## src/rtl/cmd_pkg.sv

```systemverilog
// +----------------------------------------------------------------------------
// | cmd_pkg : opcodes, sequencer states and instruction-word layout
// | Revision: 1.0
// +----------------------------------------------------------------------------
`default_nettype none

package cmd_pkg;

  localparam int OP_W = 8;

  // Instruction word: opcode sits directly above the count field
  localparam int CNT_LSB = 0;

  localparam logic [OP_W-1:0] LOAD_R   = 8'h01;
  localparam logic [OP_W-1:0] LOAD_L   = 8'h02;
  localparam logic [OP_W-1:0] LOAD_RL  = 8'h03;
  localparam logic [OP_W-1:0] CONV_R   = 8'h11;
  localparam logic [OP_W-1:0] CONV_L   = 8'h12;
  localparam logic [OP_W-1:0] CONV_RL  = 8'h13;
  localparam logic [OP_W-1:0] WRITE_R  = 8'h21;
  localparam logic [OP_W-1:0] WRITE_L  = 8'h22;
  localparam logic [OP_W-1:0] WRITE_RL = 8'h23;
  localparam logic [OP_W-1:0] PRINT_R  = 8'h41;
  localparam logic [OP_W-1:0] PRINT_L  = 8'h42;
  localparam logic [OP_W-1:0] PRINT_RL = 8'h43;
  localparam logic [OP_W-1:0] END      = 8'h80;

  typedef enum logic [2:0] {
    IDLE   = 3'd0,
    FETCH  = 3'd1,
    DECODE = 3'd2,
    EXEC   = 3'd3,
    FIN    = 3'd4
  } seq_state_t;

  function automatic logic is_legal_op(input logic [OP_W-1:0] op);
    case (op)
      LOAD_R, LOAD_L, LOAD_RL,
      CONV_R, CONV_L, CONV_RL,
      WRITE_R, WRITE_L, WRITE_RL,
      PRINT_R, PRINT_L, PRINT_RL,
      END:     return 1'b1;
      default: return 1'b0;
    endcase
  endfunction

endpackage

`default_nettype wire

```

## src/rtl/cmd_sequencer_if.sv

```systemverilog
// +----------------------------------------------------------------------------
// | cmd_sequencer_if : control, program-load and command bus of the sequencer
// | Revision: 1.0
// +----------------------------------------------------------------------------
`default_nettype none

interface cmd_sequencer_if
  import cmd_pkg::*;
#(
  parameter int ADDR_W = 4,
  parameter int CNT_W  = 8
) ();

  logic                  start;
  logic                  abort;
  logic                  hold;
  logic                  prog_we;
  logic [ADDR_W-1:0]     prog_addr;
  logic [OP_W+CNT_W-1:0] prog_data;
  logic [OP_W-1:0]       Command;
  logic                  busy;
  logic                  done;
  logic [ADDR_W-1:0]     pc;
  logic                  err;

  modport master (
    output start, abort, hold, prog_we, prog_addr, prog_data,
    input  Command, busy, done, pc, err
  );

  modport slave (
    input  start, abort, hold, prog_we, prog_addr, prog_data,
    output Command, busy, done, pc, err
  );

endinterface

`default_nettype wire

```

## src/rtl/cmd_prog_mem.sv

```systemverilog
// +----------------------------------------------------------------------------
// | cmd_prog_mem : register-array program store, sync write / sync read
// | Revision: 1.0
// +----------------------------------------------------------------------------
`default_nettype none

module cmd_prog_mem #(
  parameter int ADDR_W = 4,
  parameter int DATA_W = 16
) (
  input  wire logic              clk,
  input  wire logic              we,
  input  wire logic [ADDR_W-1:0] waddr,
  input  wire logic [DATA_W-1:0] wdata,
  input  wire logic [ADDR_W-1:0] raddr,
  output logic      [DATA_W-1:0] rdata
);

  logic [DATA_W-1:0] r_mem [2**ADDR_W];

  always_ff @(posedge clk) begin
    if (we) begin
      r_mem[waddr] <= wdata;
    end
    rdata <= r_mem[raddr];
  end

endmodule

`default_nettype wire

```

## src/rtl/cmd_sequencer.sv

```systemverilog
// +----------------------------------------------------------------------------
// | cmd_sequencer : steps a stored {opcode, count} program onto Command
// | Optional illegal-opcode trap: CMD_SEQ_OPCHECK_EN.   Revision: 1.0
// +----------------------------------------------------------------------------
`default_nettype none

module cmd_sequencer
  import cmd_pkg::*;
#(
  parameter int               ADDR_W   = 4,
  parameter int               CNT_W    = 8,
  parameter logic [OP_W-1:0]  IDLE_CMD = 8'h80
) (
  input  wire logic     clk,
  input  wire logic     reset,
  cmd_sequencer_if.slave bus
);

  localparam logic [ADDR_W-1:0] LAST_ADDR = '1;

  seq_state_t            r_state;
  logic [OP_W-1:0]       r_cmd;
  logic                  r_busy;
  logic                  r_done;
  logic [ADDR_W-1:0]     r_pc;
  logic [CNT_W-1:0]      r_cnt;
  logic [OP_W+CNT_W-1:0] w_word;
  logic [OP_W-1:0]       w_op;
  logic [CNT_W-1:0]      w_count;

  cmd_prog_mem #(
    .ADDR_W (ADDR_W),
    .DATA_W (OP_W + CNT_W)
  ) u_mem (
    .clk   (clk),
    .we    (bus.prog_we && !r_busy),
    .waddr (bus.prog_addr),
    .wdata (bus.prog_data),
    .raddr (r_pc),
    .rdata (w_word)
  );

  assign w_op    = w_word[CNT_W +: OP_W];
  assign w_count = w_word[CNT_LSB +: CNT_W];

`ifdef CMD_SEQ_OPCHECK_EN
  logic r_err;
  always_ff @(posedge clk) begin
    if (reset) begin
      r_err <= 1'b0;
    end else if (r_state == IDLE && bus.start) begin
      r_err <= 1'b0;
    end else if (r_state == DECODE && !bus.abort && !bus.hold && !is_legal_op(w_op)) begin
      r_err <= 1'b1;
    end
  end
  assign bus.err = r_err;
`else
  assign bus.err = 1'b0;
`endif

  always_ff @(posedge clk) begin
    if (reset) begin
      r_state <= IDLE;
      r_cmd   <= IDLE_CMD;
      r_busy  <= 1'b0;
      r_done  <= 1'b0;
      r_pc    <= '0;
      r_cnt   <= '0;
    end else begin
      r_done <= 1'b0;
      if (r_state != IDLE && bus.abort) begin
        r_state <= IDLE;
        r_cmd   <= IDLE_CMD;
        r_busy  <= 1'b0;
      end else begin
        case (r_state)
          IDLE: begin
            r_cmd <= IDLE_CMD;
            if (bus.start) begin
              r_pc    <= '0;
              r_busy  <= 1'b1;
              r_state <= FETCH;
            end
          end
          FETCH: begin
            if (!bus.hold) begin
              r_cmd   <= IDLE_CMD;
              r_state <= DECODE;
            end
          end
          DECODE: begin
            if (!bus.hold) begin
              if (w_op == END) begin
                r_cmd   <= IDLE_CMD;
                r_done  <= 1'b1;
                r_state <= FIN;
`ifdef CMD_SEQ_OPCHECK_EN
              end else if (!is_legal_op(w_op)) begin
                r_cmd   <= IDLE_CMD;
                r_busy  <= 1'b0;
                r_state <= IDLE;
`endif
              end else begin
                r_cmd   <= w_op;
                r_cnt   <= w_count;
                r_state <= EXEC;
              end
            end
          end
          EXEC: begin
            if (!bus.hold) begin
              if (r_cnt != '0) begin
                r_cnt <= r_cnt - CNT_W'(1);
              end else if (r_pc != LAST_ADDR) begin
                r_pc    <= r_pc + ADDR_W'(1);
                r_cmd   <= IDLE_CMD;
                r_state <= FETCH;
              end else begin
                // Last word executed without an END: stop rather than wrap
                r_cmd   <= IDLE_CMD;
                r_done  <= 1'b1;
                r_state <= FIN;
              end
            end
          end
          FIN: begin
            r_cmd   <= IDLE_CMD;
            r_busy  <= 1'b0;
            r_state <= IDLE;
          end
          default: begin
            r_cmd   <= IDLE_CMD;
            r_busy  <= 1'b0;
            r_state <= IDLE;
          end
        endcase
      end
    end
  end

  assign bus.Command = r_cmd;
  assign bus.busy    = r_busy;
  assign bus.done    = r_done;
  assign bus.pc      = r_pc;

endmodule

`default_nettype wire

```

## src/flat_wrapper.sv

```systemverilog
// flat-port wrapper written by rule: the top's interface ports become plain ports
module cmd_sequencer_flat import cmd_pkg::*;
#(
  parameter int               ADDR_W   = 4,
  parameter int               CNT_W    = 8,
  parameter logic [OP_W-1:0]  IDLE_CMD = 8'h80
)
  (clk, reset, bus_start, bus_abort, bus_hold, bus_prog_we, bus_prog_addr, bus_prog_data, bus_Command, bus_busy, bus_done, bus_pc, bus_err);
  cmd_sequencer_if #(.ADDR_W(ADDR_W), .CNT_W(CNT_W)) bus_i ();
  input  wire logic clk;
  input  wire logic reset;
  input wire logic [$bits(bus_i.start)-1:0] bus_start;
  input wire logic [$bits(bus_i.abort)-1:0] bus_abort;
  input wire logic [$bits(bus_i.hold)-1:0] bus_hold;
  input wire logic [$bits(bus_i.prog_we)-1:0] bus_prog_we;
  input wire logic [$bits(bus_i.prog_addr)-1:0] bus_prog_addr;
  input wire logic [$bits(bus_i.prog_data)-1:0] bus_prog_data;
  output wire logic [$bits(bus_i.Command)-1:0] bus_Command;
  output wire logic [$bits(bus_i.busy)-1:0] bus_busy;
  output wire logic [$bits(bus_i.done)-1:0] bus_done;
  output wire logic [$bits(bus_i.pc)-1:0] bus_pc;
  output wire logic [$bits(bus_i.err)-1:0] bus_err;
  assign bus_i.start = bus_start;
  assign bus_i.abort = bus_abort;
  assign bus_i.hold = bus_hold;
  assign bus_i.prog_we = bus_prog_we;
  assign bus_i.prog_addr = bus_prog_addr;
  assign bus_i.prog_data = bus_prog_data;
  assign bus_Command = bus_i.Command;
  assign bus_busy = bus_i.busy;
  assign bus_done = bus_i.done;
  assign bus_pc = bus_i.pc;
  assign bus_err = bus_i.err;
  cmd_sequencer #(.ADDR_W(ADDR_W), .CNT_W(CNT_W), .IDLE_CMD(IDLE_CMD)) u_core (.clk(clk), .reset(reset), .bus(bus_i));
endmodule
```

## config.mk

```make
export PLATFORM = sky130hd
export DESIGN_NAME = cmd_sequencer_flat
export DESIGN_NICKNAME = d
export VERILOG_FILES = /design/src/rtl/cmd_pkg.sv /design/src/rtl/cmd_sequencer_if.sv /design/src/rtl/cmd_prog_mem.sv /design/src/rtl/cmd_sequencer.sv /design/src/flat_wrapper.sv
export SDC_FILE = /design/constraint.sdc
export NUM_CORES = 1
export LEC_CHECK = 0
export CAP_MARGIN = 15
export CORE_MARGIN = 8
export CORE_UTILIZATION = 55
export DETAILED_ROUTE_END_ITERATION = 16
export PLACE_DENSITY = 0.73
export SLEW_MARGIN = 40
export SYNTH_ARGS = -nofsm -noshare
export SYNTH_HDL_FRONTEND = slang
export SYNTH_HIERARCHICAL = 1
export SYNTH_SLANG_ARGS = --single-unit
```

## constraint.sdc

```tcl
create_clock -name clk -period 3.5 [get_ports clk]
set_input_delay 0.7 -clock clk [delete_from_list [all_inputs] [get_ports clk]]
set_output_delay 0.7 -clock clk [all_outputs]
set_load 0.005 [all_outputs]
```

==> results of run 1 <==
## state kept, by name, summed over array words and instances (netlist names)
| signal | count |
|---|---|
| u_core/u_mem/r_mem | 256 |
| u_core/u_mem/rdata | 16 |
| u_core/bus.Command | 8 |
| u_core/r_cnt | 8 |
| u_core/bus.pc | 4 |
| u_core/r_state | 3 |
| u_core/bus.busy | 1 |
| u_core/bus.done | 1 |
## tightest hold or removal path, stage by stage (launching register included)
cell and delay, ns:
dfxtp_1 0.30, o21ai_0 0.06, a21oi_1 0.06
## power groups by stage
stage | clock (W) | sequential (W) | combinational, W
floorplan | 0 | 0.00399 | 0.000169
global placement | 0 | 0.00400 | 0.000277
detailed placement | 0 | 0.00401 | 0.000291
CTS | 0.00348 | 0.00393 | 0.000292
global route | 0.00361 | 0.00394 | 0.000316
finish | 0.00342 | 0.00393 | 0.000292
## logic make-up after synthesis
group / Yosys count / share of synthesized area (%)
other: 1 / 0.03249
muxes: 72 / 13.51
and+or+nand+nor: 111 / 5.441
DFF: 297 / 73.70
adders and majority gates: 2 / 0.2167
xor gates and xnor gates: 3 / 0.2277
AOI/OAI and AO/OA: 82 / 5.170
buffers and inverters: 35 / 1.702
## routing by layer
metal | part of all wire, % | wire length [um] | vias to the layer above | GRT usage, %
met2 | 50 | 11670 | 240 | 29.95
met1 | 41 | 9599 | 3092 | 24.23
met5 | 0.051 | 12 | - | 0
li1 | - | - | 2615 | -
met3 | 6.6 | 1534 | 44 | 3.174
met4 | 2.3 | 526 | 2 | 4.798
## worst min path at each step
stage          cells after the start                               start                                  to  slack (ns)
6_report                           2  u_core/bus.Command[4]$_SDFFE_PP0P_  u_core/bus.Command[4]$_SDFFE_PP0P_        0.47
5_1_grt                            2      u_core/u_mem/rdata[12]$_DFF_P_  u_core/bus.Command[4]$_SDFFE_PP0P_        0.51
4_1_cts                            2  u_core/bus.Command[4]$_SDFFE_PP0P_  u_core/bus.Command[4]$_SDFFE_PP0P_        0.47
3_5_place_dp                       2  u_core/bus.Command[4]$_SDFFE_PP0P_  u_core/bus.Command[4]$_SDFFE_PP0P_        0.46
3_3_place_gp                       2  u_core/bus.Command[0]$_SDFFE_PP0P_  u_core/bus.Command[0]$_SDFFE_PP0P_        0.46
2_1_floorplan                      2      u_core/u_mem/rdata[11]$_DFF_P_  u_core/bus.Command[3]$_SDFFE_PP0P_        0.45
## area by class of cell
class | count | area [um2]
fill | 1407 | 7375
tap | 275 | 344.1
sequential | 297 | 8513
multi-input combinational | 271 | 2884
clock buffer | 36 | 793.3
clock inverter | 20 | 295.3
inverter | 4 | 15.01
timing repair buffer | 64 | 603.1
## synth_stat cells, drive strengths merged, types with 3 or more instances
cell type and number:
nor3 8, inv 4, edfxtp 256, and4 3, nand3b 4, nor2b 7, nand2 20, dfxtp 41
nand4 11, or4 3, nor2 30, a21oi 13, nand3 3, mux2i 8, o21ai 15, a22oi 33
a211o 3, buf 20, nand2b 11, a211oi 4, mux4 64, clkbuf 11
## metrics by stage
step           utilization [%]  cell area, um2  hold WS, ns  std cells
2_1_floorplan                -           11540       0.4503        603
3_3_place_gp             59.16           12320       0.4633        909
3_5_place_dp             59.36           12360       0.4645        911
4_1_cts                  64.58           13450       0.4728        967
5_1_grt                  64.58           13450       0.5102        967
6_report                 64.58           13450       0.4726        967
==> impl_metrics.prom, run 1 <==
# TYPE chip_impl_metric gauge
chip_impl_info{name="outcome",value="complete, no violations"} 1
chip_impl_metric{name="ios",unit=""} 41
chip_impl_metric{name="final-max-slew-violation-count",unit=""} 0
chip_impl_metric{name="dieWidth",unit="um"} 160.9
chip_impl_info{name="crit_start",value="u_core/bus.pc[0]$_SDFFE_PP0P_"} 1
chip_impl_metric{name="pre_cts_ws",unit="ns"} 0.8130
chip_impl_info{name="rsz0062_at_grt",value="no"} 1
chip_impl_metric{name="ctsLongestPathBuffers",unit=""} 3
chip_impl_metric{name="num_rows",unit=""} 53
chip_impl_metric{name="ys_async_sr_fraction",unit="%"} 0
chip_impl_metric{name="post_synth_edffs",unit=""} 256
chip_impl_metric{name="maximum_capacitance_violations",unit=""} 0
chip_impl_info{name="synth.largest_area_cell",value="edfxtp_1"} 1
chip_impl_metric{name="cp_num_cells",unit=""} 2
chip_impl_metric{name="worstRegToRegCells",unit=""} 5
chip_impl_metric{name="synth-warning-count",unit=""} 6
chip_impl_metric{name="first_global_vias",unit=""} 6162
chip_impl_metric{name="post_cts_resize_count",unit=""} 0
chip_impl_metric{name="fmaxAchievable",unit="MHz"} 384.6
chip_impl_metric{name="cts.clk_slew.worst_paths",unit="ns"} 0.06
chip_impl_metric{name="vias",unit=""} 5993
chip_impl_info{name="synth_area_leaders",value="edfxtp_1, mux4_2, dfxtp_1"} 1
chip_impl_info{name="layout.cells.most_common",value="edfxtp_1"} 1
chip_impl_metric{name="core_area",unit="mm2"} 0.02082
chip_impl_info{name="setup.worst_path.end_class",value="output pin"} 1
chip_impl_metric{name="mappedNetlistNets",unit=""} 631
chip_impl_metric{name="drt_pre_antenna_iters",unit=""} 5
chip_impl_metric{name="setup_total_negative_slack",unit="ns"} 0
chip_impl_metric{name="cp_data_required_time",unit="ns"} 2.80
chip_impl_info{name="timing.hold.worst.class",value="register to register"} 1
chip_impl_metric{name="route.detailed.wl_per_inst",unit="um"} 24.14
chip_impl_info{name="worst_path_dominant_cell_family",value="buffers and inverters"} 1
chip_impl_metric{name="sequential_cell_fraction_of_total_power",unit="%"} 51.4
chip_impl_metric{name="timing.critical_path.fanout_max",unit=""} 19
chip_impl_metric{name="dr.first_iter.drc_count",unit=""} 626
chip_impl_metric{name="setup.reg_to_reg.worst_slack",unit="ns"} 1.29
chip_impl_metric{name="worst_pin_slew",unit="ns"} 0.7202
chip_impl_metric{name="period_minus_slack",unit="ns"} 2.600
chip_impl_info{name="timing.critical_path.cells",value="buf_12 -> clkdlybuf4s50_1"} 1
chip_impl_metric{name="power.switching_fraction",unit="%"} 19.68
chip_impl_metric{name="layout_cells_sized_above_1",unit="%"} 22.25
chip_impl_metric{name="dieArea",unit="mm2"} 0.02588
chip_impl_metric{name="power_switching",unit="W"} 0.001505
chip_impl_metric{name="final_hold_viol_count",unit=""} 0
chip_impl_metric{name="viasPerCell",unit=""} 6.198
chip_impl_metric{name="global_router_s_overall_resource_usage",unit="%"} 18.01
chip_impl_metric{name="area_growth_syn_to_layout",unit="%"} 16.50
chip_impl_metric{name="syn-instance-count",unit=""} 603
chip_impl_metric{name="post-route-drc-count",unit=""} 0
chip_impl_metric{name="dieHeight",unit="um"} 160.9
chip_impl_info{name="timing.critical_path.to",value="bus_pc[0]"} 1
chip_impl_metric{name="clock_insertion_delay_worst_skew",unit="ns"} 0.55
chip_impl_metric{name="seq_area_frac_synth",unit="%"} 73.70
chip_impl_metric{name="grt_pass1_wl",unit="um"} 36030
chip_impl_metric{name="setup-violations-final",unit=""} 0
chip_impl_metric{name="cp.arrival",unit="ns"} 1.90
chip_impl_metric{name="leakage_power",unit="nW"} 4.310
chip_impl_metric{name="grt_start_max_net_pins",unit=""} 26
chip_impl_metric{name="p_int",unit="W"} 0.006144
chip_impl_info{name="cts_root_buf",value="clkbuf_16"} 1
chip_impl_metric{name="layout_worst_path_cycle_share",unit="%"} 74.29
chip_impl_metric{name="antenna-diode-count",unit=""} 0
chip_impl_metric{name="ys_ff_latch",unit=""} 297
chip_impl_metric{name="portBuffers",unit=""} 39
chip_impl_metric{name="final_gp_congestion",unit=""} 0.8482
chip_impl_metric{name="clkPwrFrac",unit="%"} 44.8
chip_impl_info{name="criticalPathCategory",value="register to output pin"} 1
chip_impl_metric{name="post-route-worst-setup-slack",unit="ns"} 0.8997
chip_impl_metric{name="power",unit="W"} 0.007649
chip_impl_metric{name="dp_hpwl",unit="um"} 14960
chip_impl_metric{name="timing.critical_path.slowest_cell_delay",unit="ns"} 0.56
chip_impl_metric{name="comb_power_share",unit="%"} 3.8
chip_impl_metric{name="route.final.wire_length",unit="um"} 23340
chip_impl_metric{name="timing.slew.headroom",unit="%"} 51.84
chip_impl_metric{name="netlist-cell-type-count",unit=""} 56
chip_impl_info{name="crit_slowest_cell",value="dfxtp_4"} 1
chip_impl_metric{name="vdd_ir_drop_max",unit="mV"} 0.4840
chip_impl_info{name="timing.rr.start",value="u_core/bus.pc[0]$_SDFFE_PP0P_"} 1
chip_impl_metric{name="post-cts-setup-buffers",unit=""} 0
chip_impl_metric{name="cts_hold_buf",unit=""} 0
chip_impl_metric{name="yosys.area.top_type_share",unit="%"} 66.59
chip_impl_metric{name="power_per_cell_area",unit="mW/mm2"} 568.8
chip_impl_info{name="top_ff_cell_synth",value="edfxtp_1"} 1
chip_impl_info{name="cts_tree",value="yes"} 1
chip_impl_metric{name="grt.overflow.total",unit=""} 0
chip_impl_metric{name="synth.cell_area",unit="mm2"} 0.01154
chip_impl_metric{name="grt_antenna_before_repair",unit=""} 1
chip_impl_metric{name="final_nets",unit=""} 696
chip_impl_metric{name="start_util",unit="%"} 55.44
chip_impl_metric{name="htree_levels",unit=""} 1
chip_impl_metric{name="path_buf_inv",unit=""} 2
chip_impl_metric{name="clock_sinks",unit=""} 297
chip_impl_metric{name="cts_made_buffers",unit=""} 30
chip_impl_info{name="layout.cells.most_common_list",value="edfxtp_1, mux4_2, clkdlybuf4s50_1, dfxtp_1, a22oi_1"} 1
chip_impl_info{name="critical_path.startpoint_type",value="register"} 1
chip_impl_metric{name="synthesis.area_per_instance",unit="um2"} 19.14
chip_impl_metric{name="final.setup_skew",unit="ns"} 0.01562
chip_impl_info{name="rr_endpoint",value="u_core/u_mem/rdata[4]$_DFF_P_"} 1
chip_impl_metric{name="antenna_violating_nets_post_route",unit=""} 0
No activity file was read; power rests on OpenSTA's default activity.
==> inputs of run 2 (changes only) <==
--- a/config.mk
+++ b/config.mk
@@ -9,7 +9,7 @@
 export CORE_MARGIN = 8
 export CORE_UTILIZATION = 55
 export DETAILED_ROUTE_END_ITERATION = 16
-export PLACE_DENSITY = 0.73
+export PLACE_DENSITY = 0.76
 export SLEW_MARGIN = 40
 export SYNTH_ARGS = -nofsm -noshare
 export SYNTH_HDL_FRONTEND = slang
==> constraint.sdc (replaced) <==
create_clock -name clk -period 2.3 [get_ports clk]
set_input_delay 0.46 -clock clk [delete_from_list [all_inputs] [get_ports clk]]
set_output_delay 0.46 -clock clk [all_outputs]
set_load 0.005 [all_outputs]
==> run 2 against run 1 <==
Effect of this change: sequential cell count is the same; critical path depth grew 4; combinational power is 66% higher; total power up 43%; final cell count rose by 2.1%; die area unchanged; highest routed layer is now met4.
==> impl_metrics.prom, run 2 (synthesized netlist as in run 1, its figures left out) <==
# TYPE chip_impl_metric gauge
chip_impl_metric{name="fmaxAchievable",unit="MHz"} 473.0
chip_impl_metric{name="dr.first_iter.drc_count",unit=""} 632
chip_impl_metric{name="largest_register_ff_count",unit=""} 256
chip_impl_metric{name="final_hold_viol_count",unit=""} 0
chip_impl_metric{name="clock_sinks",unit=""} 297
chip_impl_metric{name="maximum_capacitance_violations",unit=""} 0
chip_impl_info{name="regMostFlops",value="u_core/u_mem/r_mem"} 1
chip_impl_info{name="timing.hold.worst.class",value="register to register"} 1
chip_impl_metric{name="cp_data_required_time",unit="ns"} 2.53
chip_impl_metric{name="vias",unit=""} 6136
chip_impl_metric{name="post_cts_resize_count",unit=""} 0
chip_impl_metric{name="vdd_ir_drop_max",unit="mV"} 0.5028
chip_impl_metric{name="route.detailed.wl_per_inst",unit="um"} 23.93
chip_impl_metric{name="setup_total_negative_slack",unit="ns"} 0
chip_impl_info{name="timing.critical_path.cells",value="clkdlybuf4s50_1 -> nor2b_1 -> buf_4 -> or3b_2 -> nor3_2 -> buf_12"} 1
chip_impl_info{name="critical_path.startpoint_type",value="input port"} 1
chip_impl_metric{name="layout_worst_path_cycle_share",unit="%"} 91.91
chip_impl_metric{name="area_growth_syn_to_layout",unit="%"} 17.71
chip_impl_metric{name="start_util",unit="%"} 55.44
chip_impl_info{name="timing.critical_path.to",value="u_core/u_mem/r_mem[0][1]$_DFFE_PP_"} 1
chip_impl_metric{name="ctsLongestPathBuffers",unit=""} 3
chip_impl_metric{name="power_per_cell_area",unit="mW/mm2"} 804.5
chip_impl_metric{name="route.final.wire_length",unit="um"} 23620
chip_impl_metric{name="htree_levels",unit=""} 1
chip_impl_info{name="rsz0062_at_grt",value="no"} 1
chip_impl_info{name="outcome",value="complete, no violations"} 1
chip_impl_metric{name="timing.slew.headroom",unit="%"} 51.47
chip_impl_metric{name="grt_pass1_wl",unit="um"} 36040
chip_impl_metric{name="clock_insertion_delay_worst_skew",unit="ns"} 0.53
chip_impl_metric{name="cp_num_cells",unit=""} 6
chip_impl_metric{name="dieHeight",unit="um"} 160.9
chip_impl_metric{name="sequential_cell_fraction_of_total_power",unit="%"} 54.6
chip_impl_info{name="cts_tree",value="yes"} 1
chip_impl_info{name="crit_slowest_cell",value="or3b_2"} 1
chip_impl_metric{name="final_gp_congestion",unit=""} 0.8569
chip_impl_metric{name="p_int",unit="W"} 0.008770
chip_impl_info{name="top_regs",value="u_core/u_mem/r_mem x256, u_core/u_mem/rdata x16"} 1
chip_impl_metric{name="grt_start_max_net_pins",unit=""} 67
chip_impl_metric{name="layout_cells_sized_above_1",unit="%"} 23.74
chip_impl_metric{name="cp.arrival",unit="ns"} 2.35
chip_impl_metric{name="period_minus_slack",unit="ns"} 2.114
chip_impl_info{name="worst_path_dominant_cell_family",value="simple AND/OR/NAND/NOR gates"} 1
chip_impl_info{name="timing.rr.start",value="u_core/bus.pc[0]$_SDFFE_PP0P_"} 1
chip_impl_metric{name="placed_cells",unit=""} 933
chip_impl_metric{name="grt.overflow.total",unit=""} 0
chip_impl_metric{name="power_switching",unit="W"} 0.002162
chip_impl_metric{name="dp_hpwl",unit="um"} 15110
chip_impl_metric{name="antenna_violating_nets_post_route",unit=""} 0
chip_impl_metric{name="path_buf_inv",unit=""} 3
chip_impl_metric{name="setup.reg_to_reg.worst_slack",unit="ns"} 0.20
chip_impl_metric{name="leakage_power",unit="nW"} 4.386
chip_impl_info{name="layout.cells.most_common",value="edfxtp_1"} 1
chip_impl_metric{name="worstRegToRegCells",unit=""} 6
chip_impl_metric{name="final-max-slew-violation-count",unit=""} 0
chip_impl_metric{name="comb_power_share",unit="%"} 4.4
chip_impl_info{name="cts_root_buf",value="clkbuf_16"} 1
chip_impl_metric{name="cts_hold_buf",unit=""} 0
chip_impl_metric{name="core_area",unit="mm2"} 0.02082
chip_impl_info{name="layout.cells.most_common_list",value="edfxtp_1, mux4_2, clkdlybuf4s50_1, dfxtp_1, buf_4"} 1
chip_impl_metric{name="num_rows",unit=""} 53
chip_impl_info{name="criticalPathCategory",value="input port to register"} 1
chip_impl_info{name="setup.worst_path.end_class",value="register"} 1
chip_impl_metric{name="portBuffers",unit=""} 39
chip_impl_metric{name="area.sequential",unit="mm2"} 0.008513
chip_impl_metric{name="dieArea",unit="mm2"} 0.02588
chip_impl_metric{name="dieWidth",unit="um"} 160.9
chip_impl_metric{name="antenna-diode-count",unit=""} 0
chip_impl_metric{name="global_router_s_overall_resource_usage",unit="%"} 18.07
chip_impl_metric{name="final.setup_skew",unit="ns"} 0.007143
chip_impl_metric{name="clkPwrFrac",unit="%"} 40.9
chip_impl_metric{name="instances_no_fill",unit=""} 987
chip_impl_metric{name="cts.clk_slew.worst_paths",unit="ns"} 0.06
chip_impl_metric{name="worst_pin_slew",unit="ns"} 0.7248
chip_impl_metric{name="grt_antenna_before_repair",unit=""} 0
chip_impl_metric{name="power.switching_fraction",unit="%"} 19.78
chip_impl_metric{name="drt_pre_antenna_iters",unit=""} 7
chip_impl_metric{name="num-fill-cells",unit=""} 1354
chip_impl_info{name="crit_start",value="bus_prog_we"} 1
chip_impl_info{name="rr_endpoint",value="u_core/bus.pc[3]$_SDFFE_PP0P_"} 1
chip_impl_metric{name="post-route-drc-count",unit=""} 0
chip_impl_metric{name="first_global_vias",unit=""} 6212
chip_impl_metric{name="ios",unit=""} 41
chip_impl_metric{name="timing.critical_path.fanout_max",unit=""} 16
chip_impl_metric{name="final_nets",unit=""} 718
chip_impl_metric{name="viasPerCell",unit=""} 6.217
chip_impl_metric{name="multi_input_area",unit="mm2"} 0.002879
chip_impl_metric{name="setup-violations-final",unit=""} 0
chip_impl_metric{name="timing.critical_path.slowest_cell_delay",unit="ns"} 0.54
chip_impl_metric{name="cts_made_buffers",unit=""} 29
chip_impl_metric{name="post-cts-setup-buffers",unit=""} 1
-- run 2: cell count changes in the layout (fill, tap and decap cells not counted), sizes merged --
cell / change
buf: +23
bufinv: -5
clkbuf: +5
clkinv: -2
inv: -1
-- run 2: power groups by stage --
stage	registers, W	clock network (W)	logic [W]
detailed placement	0.00609	0	0.000478
finish	0.00597	0.00447	0.000486
global placement	0.00608	0	0.000458
floorplan	0.00607	0	0.000258
global route	0.00598	0.00477	0.000520
CTS	0.00597	0.00456	0.000482
-- run 2: worst register-to-register path, cell delays in order, from the launching register on --
cell      delay (ns)
dfxtp_4         0.44
buf_16          0.21
ha_1            0.25
a311oi_1        0.37
nand4_2         0.23
or3_1           0.40
a21oi_1         0.14
-- run 2: worst min-delay path by stage --
stage | from | to | slack [ns] | cells after the start
3_5_place_dp | u_core/bus.Command[1]$_SDFFE_PP0P_ | u_core/bus.Command[1]$_SDFFE_PP0P_ | 0.46 | 2
5_1_grt | u_core/bus.Command[1]$_SDFFE_PP0P_ | u_core/bus.Command[1]$_SDFFE_PP0P_ | 0.49 | 2
2_1_floorplan | u_core/u_mem/rdata[11]$_DFF_P_ | u_core/bus.Command[3]$_SDFFE_PP0P_ | 0.45 | 2
6_report | u_core/bus.Command[1]$_SDFFE_PP0P_ | u_core/bus.Command[1]$_SDFFE_PP0P_ | 0.47 | 2
4_1_cts | u_core/bus.Command[1]$_SDFFE_PP0P_ | u_core/bus.Command[1]$_SDFFE_PP0P_ | 0.47 | 2
3_3_place_gp | u_core/bus.Command[0]$_SDFFE_PP0P_ | u_core/bus.Command[0]$_SDFFE_PP0P_ | 0.46 | 2
-- run 2: stage by stage --
stage	util (%)	total power, W	cell area (um2)	setup WS [ns]	hold WS [ns]
floorplan	-	0.006328	11560	0.02767	0.4503
CTS	65.26	0.01101	13590	0.1318	0.4734
detailed placement	60.73	0.006564	12640	-0.2319	0.4648
global route	65.26	0.01127	13590	0.02675	0.4890
global placement	60.71	0.006536	12640	-0.2122	0.4626
finish	65.26	0.01093	13590	0.1860	0.4701
-- run 2: per-layer routing --
layer  vias up  track usage [%]  wire, um  share of wire [%]
met4         0            5.682       580                2.5
met2       285            30.90     11970                 51
li1       2661                -         -                  -
met5         -                0         0                  0
met1      3145            23.23      9271                 39
met3        45            3.097      1799                7.6
-- run 2: layout make-up --
class	count	area share [%]
inverter	4	0.1105
tap	275	2.532
clock buffer	41	5.902
multi-input combinational	271	21.19
clock inverter	12	0.8379
sequential	297	62.65
timing repair buffer	87	6.777
==> inputs of run 3 (changes only) <==
--- a/config.mk
+++ b/config.mk
@@ -5,11 +5,13 @@
 export SDC_FILE = /design/constraint.sdc
 export NUM_CORES = 1
 export LEC_CHECK = 0
+export ABC_AREA = 1
 export CAP_MARGIN = 15
+export CORE_ASPECT_RATIO = 0.5
 export CORE_MARGIN = 8
 export CORE_UTILIZATION = 55
 export DETAILED_ROUTE_END_ITERATION = 16
-export PLACE_DENSITY = 0.76
+export PLACE_DENSITY = 0.75
 export SLEW_MARGIN = 40
 export SYNTH_ARGS = -nofsm -noshare
 export SYNTH_HDL_FRONTEND = slang
==> run 3 against run 2 <==
Effect of this change: die area is 12% higher; via count up 52%; count of clock-buffer cells in the layout is 5 lower; global-route usage grew 2.8 points; routed wire length rose by 31%; total power increased by 31%; clock skew is 0.0024 ns higher; setup slack got worse by 0.061 ns; worst hold slack worse by 0.0052 ns.
==> impl_metrics.prom, run 3 <==
# TYPE chip_impl_metric gauge
chip_impl_metric{name="htree_levels",unit=""} 1
chip_impl_metric{name="multi_input_area",unit="mm2"} 0.003238
chip_impl_info{name="layout.cells.most_common",value="nand2_1"} 1
chip_impl_info{name="synth.largest_area_cell",value="edfxtp_1"} 1
chip_impl_metric{name="timing.critical_path.slowest_cell_delay",unit="ns"} 0.53
chip_impl_metric{name="maximum_capacitance_violations",unit=""} 0
chip_impl_metric{name="synth-adder-area-share",unit="%"} 0.1940
chip_impl_metric{name="dieArea",unit="mm2"} 0.02890
chip_impl_metric{name="post_synth_edffs",unit=""} 256
chip_impl_metric{name="first_global_vias",unit=""} 8760
chip_impl_info{name="timing.rr.start",value="u_core/bus.pc[0]$_SDFFE_PP0P_"} 1
chip_impl_metric{name="viasPerCell",unit=""} 5.469
chip_impl_metric{name="seq_area_frac_synth",unit="%"} 65.97
chip_impl_metric{name="grt_pass1_wl",unit="um"} 47470
chip_impl_metric{name="layout_worst_path_cycle_share",unit="%"} 94.56
chip_impl_metric{name="ctsLongestPathBuffers",unit=""} 3
chip_impl_metric{name="synth.cell_area",unit="mm2"} 0.01290
chip_impl_metric{name="ys_ff_latch",unit=""} 297
chip_impl_metric{name="portBuffers",unit=""} 39
chip_impl_info{name="layout.cells.most_common_list",value="nand2_1, edfxtp_1, inv_1"} 1
chip_impl_metric{name="synth_xor_xnor_area_share",unit="%"} 0.06792
chip_impl_metric{name="placement.cell_area",unit="mm2"} 0.01393
chip_impl_metric{name="drt_pre_antenna_iters",unit=""} 6
chip_impl_metric{name="final-max-slew-violation-count",unit=""} 0
chip_impl_metric{name="fmaxAchievable",unit="MHz"} 459.8
chip_impl_metric{name="post-route-worst-setup-slack",unit="ns"} 0.1250
chip_impl_metric{name="layout_cells_sized_above_1",unit="%"} 9.871
chip_impl_metric{name="period_minus_slack",unit="ns"} 2.175
chip_impl_metric{name="start_util",unit="%"} 56.23
chip_impl_metric{name="grt.overflow.total",unit=""} 0
chip_impl_metric{name="final_hold_viol_count",unit=""} 0
chip_impl_metric{name="antenna-diode-count",unit=""} 0
chip_impl_metric{name="leakage_power",unit="nW"} 6.270
chip_impl_metric{name="setup.reg_to_reg.worst_slack",unit="ns"} 0.33
chip_impl_metric{name="worst_pin_slew",unit="ns"} 0.6504
chip_impl_metric{name="grt_antenna_before_repair",unit=""} 0
chip_impl_metric{name="clock_sinks",unit=""} 297
chip_impl_metric{name="ys_async_sr_fraction",unit="%"} 0
chip_impl_metric{name="ios",unit=""} 41
chip_impl_info{name="cts_tree",value="yes"} 1
chip_impl_metric{name="worstRegToRegCells",unit=""} 7
chip_impl_metric{name="yosys.area.top_type_share",unit="%"} 59.61
chip_impl_metric{name="syn-instance-count",unit=""} 1308
chip_impl_metric{name="post-cts-setup-buffers",unit=""} 0
chip_impl_metric{name="synth-compound-area-share",unit="%"} 1.378
chip_impl_metric{name="synth-simple-area-share",unit="%"} 23.13
chip_impl_metric{name="final_gp_congestion",unit=""} 0.9204
chip_impl_info{name="crit_slowest_cell",value="clkdlybuf4s50_1"} 1
chip_impl_metric{name="timing.critical_path.fanout_max",unit=""} 34
chip_impl_info{name="outcome",value="complete, no violations"} 1
chip_impl_metric{name="grt_start_max_net_pins",unit=""} 68
chip_impl_info{name="synth_top_family_by_area",value="simple AND/OR/NAND/NOR gates"} 1
chip_impl_info{name="synth_area_leaders",value="edfxtp_1, nand2_1, nand3_1"} 1
chip_impl_info{name="timing.critical_path.cells",value="buf_16 -> clkdlybuf4s50_1"} 1
chip_impl_metric{name="antenna_violating_nets_post_route",unit=""} 0
chip_impl_info{name="timing.hold.worst.class",value="register to register"} 1
chip_impl_metric{name="timing.slew.headroom",unit="%"} 56.59
chip_impl_info{name="timing.hold.worst_endpoint",value="u_core/bus.Command[5]$_SDFFE_PP0P_"} 1
chip_impl_metric{name="cts.clk_slew.worst_paths",unit="ns"} 0.06
chip_impl_metric{name="core_area",unit="mm2"} 0.02293
chip_impl_info{name="rr_endpoint",value="u_core/u_mem/rdata[10]$_DFF_P_"} 1
chip_impl_metric{name="cp.arrival",unit="ns"} 1.71
chip_impl_metric{name="synth-warning-count",unit=""} 6
chip_impl_metric{name="final.setup_skew",unit="ns"} 0.009494
chip_impl_metric{name="cp_data_required_time",unit="ns"} 1.84
chip_impl_metric{name="final_nets",unit=""} 1406
chip_impl_metric{name="route.detailed.wl_per_inst",unit="um"} 18.15
chip_impl_metric{name="netlist-cell-type-count",unit=""} 29
chip_impl_info{name="top_ff_cell_synth",value="edfxtp_1"} 1
chip_impl_metric{name="cts_made_buffers",unit=""} 26
chip_impl_info{name="yosysMostFrequentCell",value="nand2_1"} 1
chip_impl_info{name="setup.worst_path.end_class",value="output pin"} 1
chip_impl_metric{name="largest_register_ff_count",unit=""} 256
chip_impl_metric{name="num-fill-cells",unit=""} 1709
chip_impl_metric{name="vdd_ir_drop_max",unit="mV"} 0.8107
chip_impl_metric{name="hold_slack",unit="ns"} 0.4649
chip_impl_info{name="criticalPathCategory",value="register to output pin"} 1
chip_impl_metric{name="route.final.wire_length",unit="um"} 30940
chip_impl_metric{name="num_rows",unit=""} 39
chip_impl_metric{name="dieHeight",unit="um"} 124.3
chip_impl_info{name="yosys-top-cells-count",value="nand2_1, edfxtp_1, inv_1"} 1
chip_impl_metric{name="global_router_s_overall_resource_usage",unit="%"} 20.82
chip_impl_metric{name="power",unit="W"} 0.01434
chip_impl_metric{name="setup-violations-final",unit=""} 0
chip_impl_metric{name="finalInstanceArea",unit="mm2"} 0.01479
chip_impl_metric{name="dp_hpwl",unit="um"} 19480
chip_impl_info{name="worst_hold_startpoint",value="u_core/bus.Command[5]$_SDFFE_PP0P_"} 1
chip_impl_metric{name="pre_cts_ws",unit="ns"} -0.06781
chip_impl_info{name="critical_path.startpoint_type",value="register"} 1
chip_impl_metric{name="area.sequential",unit="mm2"} 0.008513
chip_impl_info{name="top_regs",value="u_core/u_mem/r_mem x256, u_core/u_mem/rdata x16"} 1
chip_impl_info{name="regMostFlops",value="u_core/u_mem/r_mem"} 1
chip_impl_metric{name="finalCoreUtilization",unit="%"} 64.47
chip_impl_info{name="rsz0062_at_grt",value="no"} 1
chip_impl_metric{name="power_per_cell_area",unit="mW/mm2"} 970.1
chip_impl_metric{name="clock_insertion_delay_worst_skew",unit="ns"} 0.54
chip_impl_metric{name="synthesis.area_per_instance",unit="um2"} 9.859
chip_impl_metric{name="area_growth_syn_to_layout",unit="%"} 14.66
chip_impl_metric{name="muxShareOfSynthArea",unit="%"} 0
chip_impl_metric{name="dr.first_iter.drc_count",unit=""} 1184
chip_impl_metric{name="worst_hold_path.num_cells",unit=""} 2
chip_impl_metric{name="vias",unit=""} 9325
chip_impl_info{name="cts_root_buf",value="clkbuf_16"} 1
chip_impl_metric{name="dieWidth",unit="um"} 232.6
chip_impl_metric{name="post-route-drc-count",unit=""} 0
chip_impl_metric{name="mappedNetlistNets",unit=""} 1336
[run 3: where the power goes]
group	leakage (nW)	total, W	switching [W]	internal, W
registers	2.65	0.00636	0.000190	0.00617
clock network	0.395	0.00408	0.00188	0.00220
logic	3.23	0.00391	0.00265	0.00125
total	6.27	0.0143	0.00472	0.00962
[run 3: cell families after synthesis]
kind of cell / after synthesis
DFF: 297
AOI/OAI and AO/OA: 31
buffers and inverters: 281
and+or+nand+nor: 695
adders and majority gates: 2
xor gates and xnor gates: 1
other: 1
[run 3: worst max-delay path by stage]
stage,start,to,slack [ns],cells after the start
floorplan,bus_prog_we,u_core/u_mem/r_mem[12][0]$_DFFE_PP_,0.39,4
global placement,bus_prog_we,u_core/u_mem/r_mem[15][1]$_DFFE_PP_,-0.06,7
detailed placement,bus_prog_we,u_core/u_mem/r_mem[5][14]$_DFFE_PP_,-0.07,7
CTS,u_core/bus.pc[0]$_SDFFE_PP0P_,bus_pc[0],0.03,2
global route,u_core/bus.pc[0]$_SDFFE_PP0P_,bus_pc[0],0.08,2
finish,u_core/bus.pc[0]$_SDFFE_PP0P_,bus_pc[0],0.13,2
[run 3: critical path: cells and delay by family, from the launching register on]
kind,cells,cell delay [ns]
buffers and inverters,2,0.74
flip-flops,1,0.43
[run 3: through the flow]
| step | std cells | setup TNS (ns) |
|---|---|---|
| global route | 1705 | 0 |
| floorplan | 1308 | 0 |
| global placement | 1655 | -5.007 |
| CTS | 1704 | 0 |
| detailed placement | 1655 | -7.865 |
| finish | 1705 | 0 |
[run 3: timing repair]
action,in CTS,in global routing
setup endpoints to repair,1,1
gates resized for setup,1,0
hold buffers,0,0
cloned,1,1
[run 3: layout make-up]
type                    count  area share (%)
clock buffers              36           4.874
clock inverters            12          0.4908
inverters                 224           5.695
multi-input cells         730           21.90
well taps                 307           2.598
flip-flops and latches    297           57.57
repair buffers             99           6.871
[run 3: layer usage]
layer  vias to the layer above  share of wire, %  global-route usage [%]  wire (um)
met1                      4414                42                   29.42      13020
met2                       507                45                   32.08      13970
met4                         0               1.6                   4.835        482
met5                         -                 0                       0          0
li1                       4356                 -                       -          -
met3                        48                11                   5.230       3462
